`src/rtl/sram_like_arbiter_pkg.sv`:
```
`default_nettype none
// ============================================================================
// Module   : sram_like_arbiter_pkg
// Brief    : Shared encodings and the latched-transaction record for the
//            instruction/data SRAM-like bus arbiter.
// Revision : 1.0  initial release
// ============================================================================
package sram_like_arbiter_pkg;

    typedef enum logic [1:0] {
        ARB_IDLE = 2'd0,
        ARB_REQ  = 2'd1,
        ARB_WAIT = 2'd2
    } arb_state_t;

    typedef enum logic {
        OWN_INST = 1'b0,
        OWN_DATA = 1'b1
    } arb_owner_t;

    // Everything the bus side needs, captured at the moment a port is accepted.
    typedef struct packed {
        arb_owner_t  owner;
        logic        wr;
        logic [3:0]  wstrb;
        logic [31:0] addr;
        logic [31:0] wdata;
    } arb_txn_t;

endpackage
`default_nettype wire

```
`src/rtl/sram_like_arbiter_select.sv`:
```
`default_nettype none
// ============================================================================
// Module   : sram_like_arbiter_select
// Brief    : Combinational grant decision with data-port priority and an
//            anti-starvation override for the instruction port.
// Revision : 1.0  initial release
// ============================================================================
module sram_like_arbiter_select
    import sram_like_arbiter_pkg::*;
#(
    parameter int STARVE_MAX = 4,
    parameter int CNT_W      = 3
) (
    input  logic             enable,
    input  logic             inst_req,
    input  logic             data_req,
    input  logic [CNT_W-1:0] starve_cnt,
    output logic             grant_inst,
    output logic             grant_data,
    output logic [CNT_W-1:0] starve_cnt_nxt
);

    localparam logic [CNT_W-1:0] C_STARVE_MAX = CNT_W'(STARVE_MAX);

    logic w_force_inst;

    always_comb begin
        w_force_inst   = inst_req && (starve_cnt == C_STARVE_MAX);
        grant_data     = enable && data_req && !w_force_inst;
        grant_inst     = enable && inst_req && !grant_data;
        starve_cnt_nxt = starve_cnt;
        // The counter only tracks data wins that actually kept inst waiting.
        if (grant_inst) begin
            starve_cnt_nxt = '0;
        end else if (grant_data) begin
            if (!inst_req) begin
                starve_cnt_nxt = '0;
            end else if (starve_cnt != C_STARVE_MAX) begin
                starve_cnt_nxt = starve_cnt + 1'b1;
            end
        end
    end

endmodule
`default_nettype wire

```
`src/rtl/sram_like_arbiter.sv`:
```
`default_nettype none
// ============================================================================
// Module   : sram_like_arbiter
// Brief    : Merges the core's SRAM-like instruction and data ports onto one
//            memory bus, one outstanding transaction at a time.
// Revision : 1.0  initial release
// ============================================================================
module sram_like_arbiter
    import sram_like_arbiter_pkg::*;
#(
    parameter int STARVE_MAX = 4,
    parameter int CNT_W      = 3
) (
    input  logic        clk,
    input  logic        rst,
    input  logic        inst_req,
    input  logic [31:0] inst_addr,
    output logic        inst_addr_ok,
    output logic [31:0] inst_rdata,
    output logic        inst_data_ok,
    input  logic        data_req,
    input  logic        data_wr,
    input  logic [3:0]  data_wstrb,
    input  logic [31:0] data_addr,
    input  logic [31:0] data_wdata,
    output logic        data_addr_ok,
    output logic [31:0] data_rdata,
    output logic        data_data_ok,
    output logic        mem_req,
    output logic        mem_wr,
    output logic [3:0]  mem_wstrb,
    output logic [31:0] mem_addr,
    output logic [31:0] mem_wdata,
    input  logic        mem_gnt,
    input  logic        mem_rvalid,
    input  logic [31:0] mem_rdata
);

    arb_state_t       r_state;
    arb_state_t       w_state_nxt;
    arb_txn_t         r_txn;
    logic [CNT_W-1:0] r_starve_cnt;
    logic [CNT_W-1:0] w_starve_cnt_nxt;
    logic             w_idle;
    logic             w_grant_inst;
    logic             w_grant_data;
    logic             w_resp;
    logic [31:0]      r_inst_rdata;
    logic [31:0]      r_data_rdata;
    logic             r_inst_data_ok;
    logic             r_data_data_ok;

    // Gated by rst so no port sees an accept while reset is asserted.
    assign w_idle = (r_state == ARB_IDLE) && !rst;
    assign w_resp = (r_state == ARB_WAIT) && mem_rvalid;

    sram_like_arbiter_select #(
        .STARVE_MAX (STARVE_MAX),
        .CNT_W      (CNT_W)
    ) u_select (
        .enable         (w_idle),
        .inst_req       (inst_req),
        .data_req       (data_req),
        .starve_cnt     (r_starve_cnt),
        .grant_inst     (w_grant_inst),
        .grant_data     (w_grant_data),
        .starve_cnt_nxt (w_starve_cnt_nxt)
    );

    always_comb begin
        w_state_nxt = r_state;
        case (r_state)
            ARB_IDLE: if (w_grant_inst || w_grant_data) w_state_nxt = ARB_REQ;
            ARB_REQ:  if (mem_gnt)                      w_state_nxt = ARB_WAIT;
            ARB_WAIT: if (mem_rvalid)                   w_state_nxt = ARB_IDLE;
            default:                                    w_state_nxt = ARB_IDLE;
        endcase
    end

    always_ff @(posedge clk) begin
        if (rst) begin
            r_state        <= ARB_IDLE;
            r_txn          <= '0;
            r_starve_cnt   <= '0;
            r_inst_rdata   <= '0;
            r_data_rdata   <= '0;
            r_inst_data_ok <= 1'b0;
            r_data_data_ok <= 1'b0;
        end else begin
            r_state      <= w_state_nxt;
            r_starve_cnt <= w_starve_cnt_nxt;
            if (w_grant_data) begin
                r_txn <= '{owner: OWN_DATA, wr: data_wr,
                           wstrb: (data_wr ? data_wstrb : 4'b0000),
                           addr: data_addr, wdata: data_wdata};
            end else if (w_grant_inst) begin
                r_txn <= '{owner: OWN_INST, wr: 1'b0, wstrb: 4'b0000,
                           addr: inst_addr, wdata: 32'h0};
            end
            r_inst_data_ok <= w_resp && (r_txn.owner == OWN_INST);
            r_data_data_ok <= w_resp && (r_txn.owner == OWN_DATA);
            // Write acks leave the read-data holding registers untouched.
            if (w_resp && !r_txn.wr) begin
                if (r_txn.owner == OWN_INST) r_inst_rdata <= mem_rdata;
                else                         r_data_rdata <= mem_rdata;
            end
        end
    end

    assign inst_addr_ok = w_grant_inst;
    assign data_addr_ok = w_grant_data;
    assign inst_rdata   = r_inst_rdata;
    assign data_rdata   = r_data_rdata;
    assign inst_data_ok = r_inst_data_ok;
    assign data_data_ok = r_data_data_ok;
    assign mem_req      = (r_state == ARB_REQ);
    assign mem_wr       = r_txn.wr;
    assign mem_wstrb    = r_txn.wstrb;
    assign mem_addr     = r_txn.addr;
    assign mem_wdata    = r_txn.wdata;

endmodule
`default_nettype wire

```
`config.mk`:
```
export PLATFORM = sky130hd
export DESIGN_NAME = sram_like_arbiter
export DESIGN_NICKNAME = d
export VERILOG_FILES = /design/src/rtl/sram_like_arbiter_pkg.sv /design/src/rtl/sram_like_arbiter_select.sv /design/src/rtl/sram_like_arbiter.sv
export SDC_FILE = /design/constraint.sdc
export NUM_CORES = 1
export LEC_CHECK = 0
export CORE_MARGIN = 1.5
export CORE_UTILIZATION = 43
export DETAILED_ROUTE_END_ITERATION = 8
export GPL_TIMING_DRIVEN = 1
export HOLD_SLACK_MARGIN = 0.02
export PLACE_DENSITY_LB_ADDON = 0.3
export SYNTH_ARGS = -nofsm -noshare
export SYNTH_HDL_FRONTEND = slang
export SYNTH_SLANG_ARGS = --single-unit
```
`constraint.sdc`:
```
create_clock -name clk -period 1.7 [get_ports clk]
set_input_delay 0.255 -clock clk [delete_from_list [all_inputs] [get_ports clk]]
set_output_delay 0.255 -clock clk [all_outputs]
set_load 0.05 [all_outputs]
```
== Yosys cells after proc, flatten, opt, wreduce, memory -nomap -nowiden ==
Index checks and enable logic that the tools add are counted.

* Flip-flop bits (word level): 141
* Output and inout bits: 138

* Bitwise gates (word level): 1
* Add/subtract/negate cells: 1
* Mux-type cells: 9
* Reductions and logical operators: 22
* Equal/unequal tests: 8

{| class="wikitable"
|+ Operators with widths
! operator !! count
|-
| two-way mux 70 bit || 2
|-
| logical AND 1 bit || 10
|-
| two-way mux 2 bit || 3
|-
| two-way mux 3 bit || 2
|-
| != test 2 x 1 -> 1 bit, second input constant || 3
|-
| one-hot mux 2 bit (3 select lines) || 1
|-
| AND reduction 2 bit || 3
|-
| logical NOT 1 bit || 4
|-
| two-way mux 4 bit || 1
|-
| adder 3 x 1 -> 3 bit, second input constant || 1
|-
| == test 3 bit, second input constant || 1
|-
| != test 3 bit, second input constant || 1
|-
| AND reduction 3 bit || 1
|-
| == test 2 x 1 -> 1 bit, second input constant || 1
|-
| == test 2 bit, second input constant || 1
|-
| logical NOT 2 bit || 1
|-
| != test 2 bit, second input constant || 1
|-
| nonzero test 2 bit || 1
|-
| OR reduction 2 bit || 1
|-
| logical OR 1 bit || 1
|-
| NOT 1 bit || 1
|}

== Longest topological paths before layout ==
Gate-level depths: netlist (run 1).

* Word-level depth: 9
* Depth in mapped cells: 7

== Hierarchy ==
A second synthesis (run 1) with hierarchy kept.

* Cells, all modules: 593
* Area, all modules: 6,223.5 sq um

{| class="wikitable"
|+ Modules (own cells, without submodules)
! module !! cells each !! times used !! seq. area each (sq um) !! area each (sq um)
|-
| sram_like_arbiter || 573 || 1 || 2,822.7 || 6,107.1
|-
| sram_like_arbiter_select || 20 || 1 || 0.0 || 116.4
|}

== Worst setup path after synthesis (run 1) ==
No wires, ideal clock.

* Path type: reg2out
* Start: register r_state[1]
* End: output inst_addr_ok
* Cell stages (with the launch flop): 6
* Arrival: 1.903 ns
* Buffers on the path: 3
* Path slack: -0.458 ns
* Path through: dfxtp_1 buf_6 or4b_1 buf_2 buf_2 nor2_1

* Longest elaborated chain between the ends: 6

{| class="wikitable"
|+ Ends and longest elaborated chain
! element !! line !! source
|-
| start: declaration || sram_like_arbiter.sv:39 || <nowiki>arb_state_t r_state;</nowiki>
|-
| start signal: assignment || sram_like_arbiter.sv:90 || <nowiki>r_state <= w_state_nxt;</nowiki>
|-
| logical NOT 2 bit (*) || sram_like_arbiter.sv:54 || <nowiki>assign w_idle = (r_state == ARB_IDLE) && !rst;</nowiki>
|-
| logical AND 1 bit (*) || sram_like_arbiter.sv:54 ||
|-
| logical AND 1 bit (2 in series) || sram_like_arbiter_select.sv:29 || <nowiki>grant_data = enable && data_req && !w_force_inst;</nowiki>
|-
| logical NOT 1 bit || sram_like_arbiter_select.sv:30 || <nowiki>grant_inst = enable && inst_req && !grant_data;</nowiki>
|-
| logical AND 1 bit (*) || sram_like_arbiter_select.sv:30 ||
|-
| end: declaration || sram_like_arbiter.sv:18 || <nowiki>output logic inst_addr_ok,</nowiki>
|}

Every way passes the cells marked *; elsewhere a longest branch is shown, timed or not.

== Worst setup path in the final report (run 1) ==
* Start: register r_state[0]
* End: output inst_addr_ok

Same word-level chain as after synthesis.

==> run_results.csv, run 1 <==
group,metric,value,unit
critical_path,r2r_start,"r_state[0]",
routing,drc_errors,0,
pwr,power.density,933,nW/um^2
cells_and_area,final_util,67.8,%
critical_path,crit_slowest_cell,"or4b_4",
sta,slew-limit-headroom,49.7,%
logic_synthesis,synth_edf_count,0,
logic_synthesis,syn-num-nets,831,
critical_path,worst-setup-path-type,"flop to output port",
logic_synthesis,syn_area_per_cell,9.34,um^2
critical_path,cp.required,1.44,ns
logic_synthesis,synth_xor_area_share,0,%
die,core,14600,um^2
logic_synthesis,yosysSeqAreaShare,43.8,%
cells_and_area,fin_nets,1036,
routing,postRouteAntennaNets,0,
global_routing,grt_start_max_net_pins,97,
place,post-place-ws,-0.231,ns
sta,setup_viol,35,
routing,drt_iter0_drc,300,
logic_synthesis,synth_fa_ha_area_share,0.388,%
routing,wl_per_cell,17.4,um
sta,rsz0062_at_grt,"true",
logic_synthesis,synth_compound_area_share,10.9,%
sta,hold_viol_final,0,
clocking,cts_tree,"yes",
critical_path,cp_cell_sequence,"or4b_4 > nor2_4 > buf_6",
pwr,ir_drop,0.000613,V
logic_synthesis,synth_top_family_by_area,"simple AND/OR/NAND/NOR gates",
global_routing,grt_first_pass_wirelength,28200,um
die,num_rows,44,
pwr,power,9230,uW
clocking,tritoncts.num_buffers,17,
routing,vias,5760,
clocking,cts_sinks,141,
die,dieHeight,125,um
logic_synthesis,ys_ff_latch,141,
sta,skew,0.00616,ns
logic_synthesis,synth_ff_type,"dfxtp_1",
global_routing,grt_overflow_total,0,
cells_and_area,diodes,0,
logic_synthesis,synth_top_area_share,43.8,%
global_routing,first_global_vias,5717,
logic_synthesis,synth.distinct_cells,39,
sta,finalCriticalPeriod,1.89,ns
place,routabilityCongestion,0.807,
place,post_dp_cell_area,8550,um^2
routing,dr.pass1.iters,6,
logic_synthesis,syn_inst,690,
critical_path,endpoint_kind,"output port",
critical_path,arrival,1.64,ns
global_routing,antenna_found_initial,0,
logic_synthesis,yosys-top-cells-area,"dfxtp_1 (44%), mux2i_1 (10%), nand2b_1 (9.3%), buf_4 (8.2%), a311oi_1 (4.5%)",
logic_synthesis,async_flop_share,0,%
flow_run,cap_viol_max_count,0,
global_routing,grt_usage,22.1,%
place,port_buffers,276,
clocking,cts_max_path_buffers,2,
cells_and_area,drive_gt1_share,32.2,%
logic_synthesis,ys_warn_count,0,
worst_hold_path,hold_path_startpoint,"rst",
die,dieWidth,125,um
pwr,p_leak,0.00402,uW
clocking,clk_pin_slew,0.06,ns
sta,whs,0.235,ns
logic_synthesis,muxShareOfSynthArea,10.1,%
place,place_hpwl,12200,um
clocking,cts-root-buf,"clkbuf_16",
sta,min_period_over_period,111,%
cells_and_area,stdcell_area,9900,um^2
die,fp.dieArea,15700,um^2
cells_and_area,area_delta_synth_final,53.6,%
sta,final_max_slew_viol_count,0,
critical_path,cp_slowest_stage_delay,0.54,ns
critical_path,critPathLaunchType,"flop",
outcome,violations,"setup timing",
logic_synthesis,synth-simple-area-share,21.2,%
sta,setup_ws,-0.190,ns
critical_path,crit_start,"r_state[0]",
clocking,cts_max_level,4,
sta,tightestPinTransition,0.755,ns
outcome,status,"finished, violations left",
sta,fmax,529,MHz
routing,viasPerCell,5.28,
die,start_util,44.2,%
routing,wirelength,19000,um
critical_path,critPathMaxFanout,3,
logic_synthesis,netlist.top_cell.by_area,"dfxtp_1",
logic_synthesis,netlist_area,6440,um^2
die,top_level_ports,277,
worst_hold_path,hp-class,"input pin to flop",
clocking,clk_latency,0.42,ns
-- logic make-up after synthesis --
kind of cell               after synthesis
AOI/OAI and AO/OA                      104
adders and majority gates                2
buffers and inverters                  131
DFF                                    141
muxes                                   65
and+or+nand+nor                        247
-- through the flow --
stage,instances,TNS (ns)
after floorplan,690,-0.0517
after global placement,1046,-14.90
after detailed placement,1046,-17.66
after CTS,1080,-0.241
after global routing,1091,-4.65
final,1091,-2.77
-- where the power goes --
part	switching, uW	internal [uW]	total [uW]
combinational	1000	799	1800
sequential	85.2	3440	3530
clock	1410	2500	3900
-- synth_stat cells (all sizes together), types with 2 or more instances --
cell type and instances:
dfxtp 141, buf 100, nand2b 96, nand2 68
mux2i 65, nor3 35, a311oi 33, a21oi 30
clkbuf 28, o21ai 27, nand3 24, a22o 10
nand4 5, nor2 5, inv 3, ha 2
nand3b 2, nor4b 2, or4b 2
-- cell usage in the layout (no fill, tap or decap), drive strengths merged --
cell / instances
a22o: 10
or3b: 1
a311oi: 33
inv: 4
clkinvlp: 3
bufinv: 3
clkinv: 2
o21ba: 1
nor3: 35
or3: 1
nand2: 68
nand2b: 96
dfxtp: 141
buf: 172
nand3b: 2
nor3b: 1
nor4b: 2
nand3: 24
mux2i: 65
a211oi: 1
nor2: 5
o21ai: 27
ha: 2
o211ai: 1
nor4: 1
nand4: 5
clkdlybuf4s50: 137
or4b: 2
and3: 1
clkbuf: 27
a2111oi: 1
and4: 1
and3b: 1
a21oi: 30
nor2b: 1
-- state kept, by name, summed over array words and instances (netlist names) --
signal        cells
r_state           2
data_rdata       32
data_data_ok      1
r_starve_cnt      3
r_txn             1
mem_addr         32
inst_data_ok      1
mem_wstrb         4
inst_rdata       32
mem_wr            1
mem_wdata        32
-- layout make-up --
cell class | instances | area [um^2]
fillers | 1106 | 4690
multi-input cells | 418 | 3230
repair buffers | 314 | 2970
flip-flops and latches | 141 | 2830
clock buffers | 22 | 494
well taps | 184 | 230
clock inverters | 9 | 131
inverters | 3 | 13.8
-- metal layers --
metal	vias to the layer above	wire, um	part of all wire [%]	track usage [%]
met1	2749	7750	41	26.4
met5	-	0	0	0
li1	2722	-	-	-
met2	252	9450	50	37.1
met3	37	1380	7.3	7.10
met4	0	381	2.0	8.22
-- critical path: cells and delay by family (launching register included) --
| kind | cells | cell delay (ns) |
|---|---|---|
| buffers and inverters | 1 | 0.17 |
| DFF | 1 | 0.36 |
| and+or+nand+nor | 2 | 0.69 |
-- repair_timing --
item                       CTS  global route
hold buffers                 0             0
pin swaps                    2            29
buffers inserted             3             3
setup endpoints to repair    4            62
resized for setup           14            94
gates cloned                 0             8
-- final timing paths --
kind / end / slack, ns / depth (start not counted)
max: inst_addr_ok / -0.19 / 3
min reg2reg: r_starve_cnt[1] / 0.47 / 2
min: r_state[1] / 0.24 / 3
max reg2reg: mem_addr[12] / -0.13 / 6
No activity file was read; power rests on OpenSTA's default activity.
==> run 2, diff against run 1 <==
--- a/config.mk
+++ b/config.mk
@@ -5,6 +5,7 @@
 export SDC_FILE = /design/constraint.sdc
 export NUM_CORES = 1
 export LEC_CHECK = 0
+export CAP_MARGIN = 20
 export CORE_MARGIN = 1.5
 export CORE_UTILIZATION = 43
 export DETAILED_ROUTE_END_ITERATION = 8
==> results of run 2 <==
Same layout as run 1: the final DEF is identical, and so are final timing and power.
==> run 3, diff against run 2 <==
--- a/config.mk
+++ b/config.mk
@@ -7,11 +7,12 @@
 export LEC_CHECK = 0
 export CAP_MARGIN = 20
 export CORE_MARGIN = 1.5
-export CORE_UTILIZATION = 43
+export CORE_UTILIZATION = 35
 export DETAILED_ROUTE_END_ITERATION = 8
 export GPL_TIMING_DRIVEN = 1
 export HOLD_SLACK_MARGIN = 0.02
 export PLACE_DENSITY_LB_ADDON = 0.3
+export REMOVE_ABC_BUFFERS = 1
 export SYNTH_ARGS = -nofsm -noshare
 export SYNTH_HDL_FRONTEND = slang
 export SYNTH_SLANG_ARGS = --single-unit
==> run_results.csv, run 3 (synthesis gave the netlist of run 1 again) <==
group,metric,value,unit
global_routing,grt_overflow_total,0,
flow_run,cap_viol_max_count,0,
sta,setup_ws,-0.127,ns
outcome,violations,"setup timing",
sta,tightestPinTransition,0.414,ns
global_routing,grt_start_max_net_pins,108,
global_routing,first_global_vias,5328,
global_routing,antenna_found_initial,1,
critical_path,arrival,1.57,ns
die,core,18000,um^2
cells_and_area,stdcell_count,1134,
worst_hold_path,hold_end,"r_starve_cnt[1]",
sta,final_max_slew_viol_count,0,
cells_and_area,area_delta_synth_final,45.5,%
clocking,clk_pin_slew,0.07,ns
place,port_buffers,276,
worst_hold_path,hold_path_startpoint,"rst",
outcome,status,"finished, violations left",
global_routing,grt_usage,17.9,%
global_routing,grt_first_pass_wirelength,28100,um
routing,viasPerCell,4.81,
die,fp.dieArea,19200,um^2
routing,postRouteAntennaNets,0,
routing,drc_errors,0,
critical_path,endpoint_kind,"output port",
place,post_dp_cell_area,8660,um^2
critical_path,critPathMaxFanout,4,
critical_path,reg2reg_to,"mem_addr[18]",
sta,slew-limit-headroom,72.4,%
worst_hold_path,hold_depth,3,
sta,finalCriticalPeriod,1.83,ns
die,start_util,35.7,%
cells_and_area,drive_gt1_share,25.7,%
clocking,clk_latency,0.42,ns
worst_hold_path,hp-class,"input pin to flop",
clocking,cts-root-buf,"clkbuf_16",
routing,vias,5455,
cells_and_area,fin_nets,1034,
clocking,cts_max_path_buffers,2,
critical_path,worst-setup-path-type,"flop to output port",
cells_and_area,diodes,0,
critical_path,r2r_start,"r_state[0]",
cells_and_area,stdcell_area,9370,um^2
routing,wirelength,17800,um
critical_path,critPathLaunchType,"flop",
die,num_rows,49,
critical_path,r2r_setup_slack,0.04,ns
clocking,cts_tree,"yes",
pwr,pwr-share-seq,40.0,%
pwr,p_leak,0.00386,uW
sta,rsz0062_at_grt,"true",
routing,drt_iter0_drc,237,
place,placed_cells,1099,
pwr,intPower,6340,uW
pwr,ir_drop,0.000626,V
sta,setup_viol,2,
routing,wl_per_cell,15.7,um
place,post-place-ws,-0.246,ns
sta,hold_viol_final,0,
critical_path,reg2regPathDepth,5,
clocking,cts_sinks,141,
place,routabilityCongestion,0.781,
die,dieWidth,139,um
pwr,comb_power_share,18.8,%
sta,skew,0.0216,ns
sta,min_period_over_period,107,%
die,top_level_ports,277,
pwr,clkPwrFrac,41.2,%
place,place_hpwl,12000,um
cells_and_area,layout_commonest_cell,"buf_4",
pwr,switching_share,28.0,%
pwr,power.density,939,nW/um^2
clocking,tritoncts.num_buffers,17,
routing,dr.pass1.iters,4,
clocking,cts_max_level,4,
pwr,power.net_switching,2460,uW
sta,fmax,547,MHz
critical_path,cp.required,1.44,ns
die,dieHeight,139,um
cells_and_area,mostFrequentLayoutCells,"buf_4 (160), dfxtp_1 (137), clkdlybuf4s50_1 (137), nand2b_1 (96), nand2_1 (67)",
## run 3: critical path: stages (launching register included)
cell and delay (ns):
dfxtp_4 0.36, or4b_4 0.55, nor2_4 0.11, buf_8 0.15
## run 3: layout make-up
cell class,count,area [um^2]
Inverter,3,13.8
Tap cell,229,287
Fill cell,1657,8650
Clock inverter,13,141
Clock buffer,18,429
Sequential cell,141,2840
Multi-Input combinational cell,418,2830
Timing Repair Buffer,312,2840
## run 3: power by group through the flow
stage,Clock [uW],Sequential [uW],Combinational (uW)
3_3_place_gp,0,3600,1610
2_1_floorplan,0,4030,360
3_5_place_dp,0,3590,1610
6_report,3630,3520,1650
5_1_grt,3880,3540,1740
4_1_cts,3730,3520,1640
## run 3: metrics by stage
stage | utilization, % | total power, uW | hold WS, ns | setup TNS [ns]
detailed placement | 48.1 | 5210 | 0.456 | -14.44
CTS | 51.6 | 8890 | 0.290 | -0.328
finish | 52.0 | 8800 | 0.302 | -0.214
global route | 52.0 | 9160 | 0.313 | -0.361
floorplan | - | 4390 | 0.324 | -83.89
global placement | 48.1 | 5200 | 0.459 | -11.76
## run 3: timing repair
item / 4_1_cts / 5_1_grt
pin swaps: 3 / 3
setup endpoints to repair: 46 / 12
buffers inserted: 3 / 2
gates resized for setup: 18 / 16
hold buffers: 0 / 0
## run 3: worst max path at each step
| stage | start | to | slack, ns | cells after the start |
|---|---|---|---|---|
| final | r_state[0] | inst_addr_ok | -0.13 | 3 |
| after global routing | r_starve_cnt[0] | data_addr_ok | -0.18 | 7 |
| after CTS | r_state[0] | inst_addr_ok | -0.18 | 3 |
| after detailed placement | inst_req | mem_addr[12] | -0.25 | 6 |
| after global placement | inst_req | mem_addr[12] | -0.18 | 5 |
| after floorplan | r_starve_cnt[0] | inst_addr_ok | -1.27 | 6 |
## run 3: routing by layer
| metal | up-vias | track usage [%] | wire length [um] |
|---|---|---|---|
| li1 | 2726 | - | - |
| met1 | 2506 | 23.3 | 8150 |
| met2 | 203 | 28.6 | 8140 |
| met3 | 18 | 5.70 | 1280 |
| met4 | 2 | 5.21 | 207 |
| met5 | - | 0 | 13 |
